### config.mk
export PLATFORM = sky130hd
export DESIGN_NAME = rbm_gibbs_controller
export DESIGN_NICKNAME = d
export VERILOG_FILES = /design/src/rtl/rbm_gibbs_controller_pkg.sv /design/src/rtl/rbm_pass_watchdog.sv /design/src/rtl/rbm_gibbs_controller.sv
export SDC_FILE = /design/constraint.sdc
export NUM_CORES = 1
export LEC_CHECK = 0
export BUFFER_PORTS_ARGS = -buffer_cell sky130_fd_sc_hd__clkbuf_2
export CAP_MARGIN = 20
export CORE_AREA = 2 2 317 319
export DETAILED_ROUTE_END_ITERATION = 10
export DIE_AREA = 0 0 319 321
export SETUP_SLACK_MARGIN = 0.15
export SYNTH_ARGS = -nofsm -noshare
export SYNTH_HDL_FRONTEND = slang
export SYNTH_HIERARCHICAL = 1
export SYNTH_SLANG_ARGS = --single-unit
### constraint.sdc
create_clock -name clock -period 2.5 [get_ports clock]
set_input_delay 0.625 -clock clock [delete_from_list [all_inputs] [get_ports clock]]
set_output_delay 0.625 -clock clock [all_outputs]
set_load 0.05 [all_outputs]
### src/rtl/rbm_gibbs_controller_pkg.sv
`default_nettype none
// ============================================================================
// Module      : rbm_gibbs_controller_pkg
// Description : Shared encodings for the RBM Gibbs-chain controller: FSM state
//               codes, engine pass directions and a state-class helper.
// Revision    : 1.0 - initial release
// ============================================================================
package rbm_gibbs_controller_pkg;

  // FSM state encodings (explicit 3-bit width)
  localparam logic [2:0] ST_IDLE   = 3'd0;
  localparam logic [2:0] ST_CLR_UP = 3'd1;
  localparam logic [2:0] ST_RUN_UP = 3'd2;
  localparam logic [2:0] ST_CLR_DN = 3'd3;
  localparam logic [2:0] ST_RUN_DN = 3'd4;
  localparam logic [2:0] ST_OUT    = 3'd5;

  // Engine pass direction
  localparam logic DIR_UP = 1'b0;  // visible -> hidden
  localparam logic DIR_DN = 1'b1;  // hidden -> visible

  // True for the two states in which the engine is running a pass
  function automatic logic is_run_state(input logic [2:0] s);
    return (s == ST_RUN_UP) || (s == ST_RUN_DN);
  endfunction

  // True for the two single-cycle engine clear states
  function automatic logic is_clr_state(input logic [2:0] s);
    return (s == ST_CLR_UP) || (s == ST_CLR_DN);
  endfunction

endpackage
`default_nettype wire

### src/rtl/rbm_pass_watchdog.sv
`default_nettype none
// ============================================================================
// Module      : rbm_pass_watchdog
// Description : Per-pass cycle counter. Reloaded on each entry to a run state,
//               counts run cycles and flags expiry on the WDT_CYCLES-th one.
//               Only instantiated when RBM_WATCHDOG_EN is defined.
// Revision    : 1.0 - initial release
// ============================================================================
module rbm_pass_watchdog #(
  parameter int WDT_CYCLES = 4096
) (
  input  logic clock,
  input  logic reset,
  input  logic load,
  input  logic count,
  output logic expired
);

  localparam int CNT_W = (WDT_CYCLES > 1) ? $clog2(WDT_CYCLES) : 1;
  localparam logic [CNT_W-1:0] CNT_LAST = CNT_W'(WDT_CYCLES - 1);

  logic [CNT_W-1:0] cnt_reg;

  // Expiry is asserted during the last permitted run cycle so the FSM leaves then
  assign expired = count && (cnt_reg == CNT_LAST);

  // Counter restarts on load and stops advancing once expired
  always_ff @(posedge clock) begin
    if (reset) begin
      cnt_reg <= '0;
    end else if (load) begin
      cnt_reg <= '0;
    end else if (count && !expired) begin
      cnt_reg <= cnt_reg + CNT_W'(1);
    end
  end

endmodule
`default_nettype wire

### src/rtl/rbm_gibbs_controller.sv
`default_nettype none
// ============================================================================
// Module      : rbm_gibbs_controller
// Description : Runs contrastive-divergence Gibbs chains v0->h0->...->vK->hK
//               on one shared RBM layer engine. Each pass is a one-cycle clear
//               followed by held valid until done; results are latched and the
//               final vK/hK are handed off over a valid/ready port.
//               Optional macro RBM_WATCHDOG_EN adds a per-pass timeout (err).
// Revision    : 1.0 - initial release
// ============================================================================
module rbm_gibbs_controller
  import rbm_gibbs_controller_pkg::*;
#(
  parameter int BITLENGTH   = 12,
  parameter int VISIBLE_DIM = 15,
  parameter int HIDDEN_DIM  = 5,
  parameter int MAX_DIM     = 15,
  parameter int K_WIDTH     = 8,
  parameter int WDT_CYCLES  = 4096
) (
  input  logic                            clock,
  input  logic                            reset,
  input  logic                            in_valid,
  output logic                            in_ready,
  input  logic [VISIBLE_DIM*BITLENGTH-1:0] in_data,
  input  logic [K_WIDTH-1:0]              cfg_k,
  output logic                            eng_clear,
  output logic                            eng_valid,
  output logic                            eng_dir,
  output logic [MAX_DIM*BITLENGTH-1:0]    eng_data,
  input  logic [MAX_DIM*BITLENGTH-1:0]    eng_result,
  input  logic                            eng_done,
  output logic                            out_valid,
  input  logic                            out_ready,
  output logic [VISIBLE_DIM*BITLENGTH-1:0] out_visible,
  output logic [HIDDEN_DIM*BITLENGTH-1:0] out_hidden,
  output logic                            busy,
  output logic [K_WIDTH-1:0]              step,
  output logic                            err
);

  localparam int VIS_W = VISIBLE_DIM * BITLENGTH;
  localparam int HID_W = HIDDEN_DIM * BITLENGTH;
  localparam int ENG_W = MAX_DIM * BITLENGTH;

  logic [2:0]         state_reg, state_next;
  logic [VIS_W-1:0]   vis_reg;
  logic [HID_W-1:0]   hid_reg;
  logic [K_WIDTH-1:0] k_reg;
  logic [K_WIDTH-1:0] step_reg;
  logic               first_run;
  logic               accept;
  logic               done_ok;
  logic               expired;
  logic [ENG_W-1:0]   vis_pad, hid_pad;
  logic               unused_result;

  // Bits of the engine result above the active dims are never consumed
  assign unused_result = ^eng_result;

  assign accept  = in_valid && in_ready;
  // A done seen on the first run cycle belongs to the previous pass
  assign done_ok = eng_done && is_run_state(state_reg) && !first_run;

`ifdef RBM_WATCHDOG_EN
  logic err_reg;

  rbm_pass_watchdog #(
    .WDT_CYCLES (WDT_CYCLES)
  ) u_watchdog (
    .clock   (clock),
    .reset   (reset),
    .load    (is_clr_state(state_reg)),
    .count   (is_run_state(state_reg)),
    .expired (expired)
  );

  assign err = err_reg;

  // Abort flag: set on timeout, cleared when a new chain is accepted
  always_ff @(posedge clock) begin
    if (reset) begin
      err_reg <= 1'b0;
    end else if (accept) begin
      err_reg <= 1'b0;
    end else if (expired && !done_ok) begin
      err_reg <= 1'b1;
    end
  end
`else
  assign expired = 1'b0;
  assign err     = 1'b0;
`endif

  // State register
  always_ff @(posedge clock) begin
    if (reset) begin
      state_reg <= ST_IDLE;
    end else begin
      state_reg <= state_next;
    end
  end

  // Next-state logic
  always_comb begin
    state_next = state_reg;
    case (state_reg)
      ST_IDLE:   if (accept) state_next = ST_CLR_UP;
      ST_CLR_UP: state_next = ST_RUN_UP;
      ST_RUN_UP: begin
        if (done_ok)      state_next = (step_reg == k_reg) ? ST_OUT : ST_CLR_DN;
        else if (expired) state_next = ST_OUT;
      end
      ST_CLR_DN: state_next = ST_RUN_DN;
      ST_RUN_DN: begin
        if (done_ok)      state_next = ST_CLR_UP;
        else if (expired) state_next = ST_OUT;
      end
      ST_OUT:    if (out_ready) state_next = ST_IDLE;
      default:   state_next = ST_IDLE;
    endcase
  end

  // Zero-extend the latched vectors to the engine port width
  always_comb begin
    vis_pad = '0;
    hid_pad = '0;
    vis_pad[VIS_W-1:0] = vis_reg;
    hid_pad[HID_W-1:0] = hid_reg;
  end

  // Moore outputs decoded from the current state
  always_comb begin
    in_ready  = 1'b0;
    busy      = 1'b1;
    eng_clear = 1'b0;
    eng_valid = 1'b0;
    eng_dir   = DIR_UP;
    eng_data  = '0;
    out_valid = 1'b0;
    case (state_reg)
      ST_IDLE: begin
        in_ready = 1'b1;
        busy     = 1'b0;
      end
      ST_CLR_UP: begin
        eng_clear = 1'b1;
        eng_data  = vis_pad;
      end
      ST_RUN_UP: begin
        eng_valid = 1'b1;
        eng_data  = vis_pad;
      end
      ST_CLR_DN: begin
        eng_clear = 1'b1;
        eng_dir   = DIR_DN;
        eng_data  = hid_pad;
      end
      ST_RUN_DN: begin
        eng_valid = 1'b1;
        eng_dir   = DIR_DN;
        eng_data  = hid_pad;
      end
      ST_OUT:  out_valid = 1'b1;
      default: busy = 1'b0;
    endcase
  end

  // Vector, step and K registers plus the first-run-cycle marker
  always_ff @(posedge clock) begin
    if (reset) begin
      vis_reg   <= '0;
      hid_reg   <= '0;
      k_reg     <= '0;
      step_reg  <= '0;
      first_run <= 1'b0;
    end else begin
      first_run <= is_clr_state(state_reg);
      if (accept) begin
        vis_reg  <= in_data;
        k_reg    <= cfg_k;
        step_reg <= '0;
      end else if (done_ok && (state_reg == ST_RUN_UP)) begin
        hid_reg <= eng_result[HID_W-1:0];
      end else if (done_ok && (state_reg == ST_RUN_DN)) begin
        vis_reg  <= eng_result[VIS_W-1:0];
        step_reg <= step_reg + K_WIDTH'(1);
      end
    end
  end

  assign out_visible = vis_reg;
  assign out_hidden  = hid_reg;
  assign step        = step_reg;

endmodule
`default_nettype wire

# Yosys cells after proc, flatten, opt, wreduce, memory -nomap -nowiden

Cells that the tools add are included.

Output and inout bits: 435
Word-level logic and storage cells: 56
Bits of input ports: 373
Flip-flop bits (word level): 260

Reductions and logical operators: 20
Eq/ne operators: 11
Add/sub/neg operators: 1
Bitwise gates (word level): 2
Mux-type cells: 16

Operators with widths:

| cell                                                 | count |
|---|---|
| 2-to-1 mux 180 bit                                   | 3 |
| one-hot mux 180 bit (2 select lines)                 | 1 |
| one-hot mux 3 bit (6 select lines)                   | 1 |
| 2-to-1 mux 3 bit                                     | 5 |
| != test 2 bit (second input constant)                | 5 |
| OR reduction 2 bit                                   | 5 |
| adder 8 x 1 -> 8 bit (second input constant)         | 1 |
| equality test 8 bit                                  | 1 |
| equality test 3 x 2 -> 1 bit (second input constant) | 2 |
| equality test 3 bit (second input constant)          | 2 |
| 2-to-1 mux 1 bit                                     | 6 |
| AND reduction 2 bit                                  | 3 |
| logical AND 1 bit                                    | 5 |
| OR reduction 5 bit                                   | 1 |
| AND reduction 4 bit                                  | 1 |
| equality test 3 x 1 -> 1 bit (second input constant) | 1 |
| logical NOT 3 bit                                    | 1 |
| logical OR 1 bit                                     | 2 |
| inverter 1 bit                                       | 2 |
| nonzero test 2 bit                                   | 1 |
| logical NOT 1 bit                                    | 1 |

# Logic depth before layout (Yosys ltp)

Depth after elaboration: 8
Mapped depth: 7
Gate-level depth less buffers: 5

# Least setup slack after synthesis

No wires, ideal clock.

Path kind: register to output
Start: register state_reg[0]
End: output eng_data[10]
Data required time: 1875 ps
Setup slack: -272 ps
Cell stages (with the launch flop): 6
Arrival: 2147 ps
Cell sequence: dfxtp_1 buf_4 nand2_1 o21ai_1 clkbuf_1 a22o_1

Longest elaborated chain between the ends: 3
Elaborated cells on any way between the ends: 7
Classes of those cells: eq/ne (4); mux (1); reduce/logical (2)

RTL lines:

| item                                                       | RTL line                    | text |
|---|---|---|
| from (decl)                                                | rbm_gibbs_controller.sv:46  | `logic [2:0] state_reg, state_next;` |
| from (signal assigned)                                     | rbm_gibbs_controller.sv:100 | `state_reg <= state_next;` |
| equality test 3 x 2 -> 1 bit, or another cell as far along | rbm_gibbs_controller.sv:141 | `case (state_reg)` |
| OR reduction 2 bit (no line)                               | -                           |  |
| one-hot mux 180 bit (2 select lines) (*)                   | rbm_gibbs_controller.sv:141 |  |
| to (decl)                                                  | rbm_gibbs_controller.sv:30  | `output logic [MAX_DIM*BITLENGTH-1:0] eng_data,` |

Every way passes the cells marked *; elsewhere a longest branch is shown, timed or not.

# Worst setup path after layout

Start: register state_reg[0]
End: output eng_data[54]

The elaborated chain is that of the path after synthesis.

==> metrics <==
Primary FF master, synth dfxtp_1; NetSw 7.359 mW; Synth cell types 36; final hold violations 0; Net Sw Frac 42.38%; Pwr Total 17.36 mW; top post-synthesis cells by count nand2_1 (445), dfxtp_1 (260), a21oi_1 (134), nor2_1 (134), and2_1 (120); DP Wirelength 73120 um; Critical Path RT 1.88 ns; crit share post-route 110.3%; post-synth top area share 42.54%; vias in the first global route 13773; Critical Path Most Common Cell buf_12; std cell rows 116; simple-gate share of the synthesized area 25.41%; H-tree lvl count 1; Syn. warnings 6; Post-synth ARST share 0%; CP max stage cell dfxtp_4; Max Fclk 362.8 MHz; Largest register FFs 180; RSZ-0062 raised after global routing true; crit path time final 2.756 ns; Max Cap Viol 0; Mapped Cells 1533; Die X 319 um; critical path cell sequence xnor2_4, nor2_4, buf_12, buf_16, a22o_2, buf_12; Worst Path Arrival 2.13 ns; antenna violations before repair 25; setup TNS -34.34 ns; Worst-Margin Slew 0.8259 ns; post-synthesis sequential area ratio 42.54%; die height 321 um; Final setup viols 180; via count 14916; CTS tree yes; Post-synth EDFFs 0; Initial Util 12.33%; hold_ws 0.2417 ns; mux contribution to synthesized area 0%; register area 5214 um^2; # nets final 2683; Post-Syn Area 12240 um^2; register bit total from synthesis 260; failing checks negative setup slack; Yosys top cell by area dfxtp_1; first-pass GRT wire length 120200 um; layout cells sized above 1 47.08%; status complete, but fails checks; Worst Hold Class in2reg; grt ovf 0; per-cell routed wire length 25.25 um; CTS clk-pin slew, worst paths 0.06 ns; delay of the slowest cell on the worst path 0.38 ns; power per cell area 794.0 nW/um^2; Mapped Nets 1907; fillers 10965; GRT Overall Usage 16.71%; Max VDD drop 0.0005183 V; post-layout util 22.03%; Logic pwr share 41.0%; setup ws final -0.2563 ns; area occupied by multi-input gates 6693 um^2; fraction of the mapped netlist area in compound gates 25.11%; slew margin rel. 44.94%; Area growth, synth to finish 78.70%; post-synthesis xor/xnor area fraction 1.145%; largest family of logic cells by synthesized area simple AND/OR/NAND/NOR gates; crit path capture type output pin; Flop pwr share 29.4%; initial DRC count 919; Worst Clk Skew 0.02092 ns; static leakage 9.239 nW; post-synthesis adder-cell area fraction 0.1022%; Skew-Pair Late Insertion Delay 0.61 ns; cts bufs inserted 31; syn_area_per_cell 7.982 um^2; average vias per placed instance 4.106; input/output buffers 806; top post-synthesis cells by area dfxtp_1 (43%), nand2_1 (14%), a311oi_2 (6.5%); top-count cell post-synth nand2_1; drt pass-1 iters 5; clock buffer depth 3; Final Wtd Congestion 0.8572; CTS Root Cell clkbuf_16; routed wire length 91720 um; drt drc 0; Die Area 102400 um^2; Place WS 0.1819 ns; Power Internal 10.00 mW; crit path launch type register; Clock power frac 29.5%; core area 99280 um^2; largest net degree at the start of global routing 81; Sink Count 260; WS Path Type reg2out; antenna-violating nets left 0; Pins Over Slew Limit 0; critical path peak fanout 33; IO Pins 808
repair_timing:
item                                    in CTS  in global routing
endpoints found under the setup margin     186                186
resized for setup                          146                 98
cloned                                       7                  3
hold buffers                                 0                  0
buffers inserted                             8                  0
pin swaps                                   11                  2
per-stage QoR:
stage | instance area, um^2 | instances
floorplan | 12310 | 1533
global placement | 19640 | 3556
detailed placement | 19640 | 3556
CTS | 21550 | 3627
finish | 21870 | 3633
global route | 21860 | 3631
final timing paths:
check | start | end | depth (start not counted) | slack (ns)
max reg2reg | state_reg[1] | out_visible[156] | 7 | 0.32
min | cfg_k[0] | k_reg[0] | 3 | 0.24
min reg2reg | k_reg[7] | k_reg[7] | 2 | 0.47
max | state_reg[0] | eng_data[54] | 6 | -0.26
power by group through the flow:
stage,Sequential [mW],Clock (mW),Combinational [mW]
2_1_floorplan,6.31,0,2.51
3_3_place_gp,5.17,0,6.50
3_5_place_dp,5.18,0,6.53
4_1_cts,5.10,5.24,7.09
5_1_grt,5.15,5.38,7.45
6_report,5.11,5.13,7.13
layer usage:
metal  GRT usage [%]  wire, um  up-vias
met4           2.568      1901       18
li1                -         -     6866
met5               0       113        -
met2           29.16     44810      754
met3           4.596      7141      122
met1           20.78     37750     7156
logic make-up after synthesis:
kind of cell,count (synthesis)
AO/OA/AOI/OAI,380
adder cells (fa/ha/maj),1
other,1
AND/OR/NAND/NOR,726
buffers and inverters,149
XOR/XNOR,16
flip-flops,260
layout by cell type (no fill, tap or decap), types with 2 or more instances in the layout:
| cell type | n |
|---|---|
| clkbuf_2 | 619 |
| nand2_1 | 442 |
| dfxtp_1 | 257 |
| nor2_1 | 134 |
| a21oi_1 | 131 |
| buf_12 | 125 |
| and2_1 | 85 |
| a311oi_1 | 67 |
| a22oi_1 | 60 |
| buf_4 | 54 |
| a311oi_2 | 53 |
| a22o_2 | 41 |
| and2_4 | 35 |
| clkbuf_16 | 35 |
| clkbuf_4 | 30 |
| buf_6 | 28 |
| clkbuf_8 | 18 |
| xnor2_1 | 14 |
| a22o_4 | 11 |
| buf_8 | 11 |
| a22o_1 | 8 |
| buf_16 | 8 |
| clkbuf_1 | 6 |
| bufinv_16 | 6 |
| nor4_1 | 5 |
| diode_2 | 3 |
| nand4_1 | 3 |
| nor3_1 | 3 |
| inv_1 | 3 |
| nand3_1 | 3 |
| a21oi_4 | 2 |
| nor2b_1 | 2 |
| o21ai_0 | 2 |
| nor2_4 | 2 |
| nand2b_4 | 2 |
| nand2_4 | 2 |
| inv_6 | 2 |
| clkinv_2 | 2 |
| dfxtp_4 | 2 |
area by class of cell:
type,count,share of cell area (%)
flip-flops and latches,260,23.84
clock inverters,10,0.9498
multi-input cells,1124,30.61
inverters,3,0.05150
well taps,1298,7.427
repair buffers,889,32.87
diodes,3,0.03433
clock buffers,46,4.217
critical path, delay by kind of cell, from the launching register on:
kind,cells,cell delay (ns)
buffers and inverters,3,0.60
DFF,1,0.38
xor gates and xnor gates,1,0.16
AOI/OAI and AO/OA,1,0.21
and+or+nand+nor,1,0.13
Power figures use the tool's default switching activity.
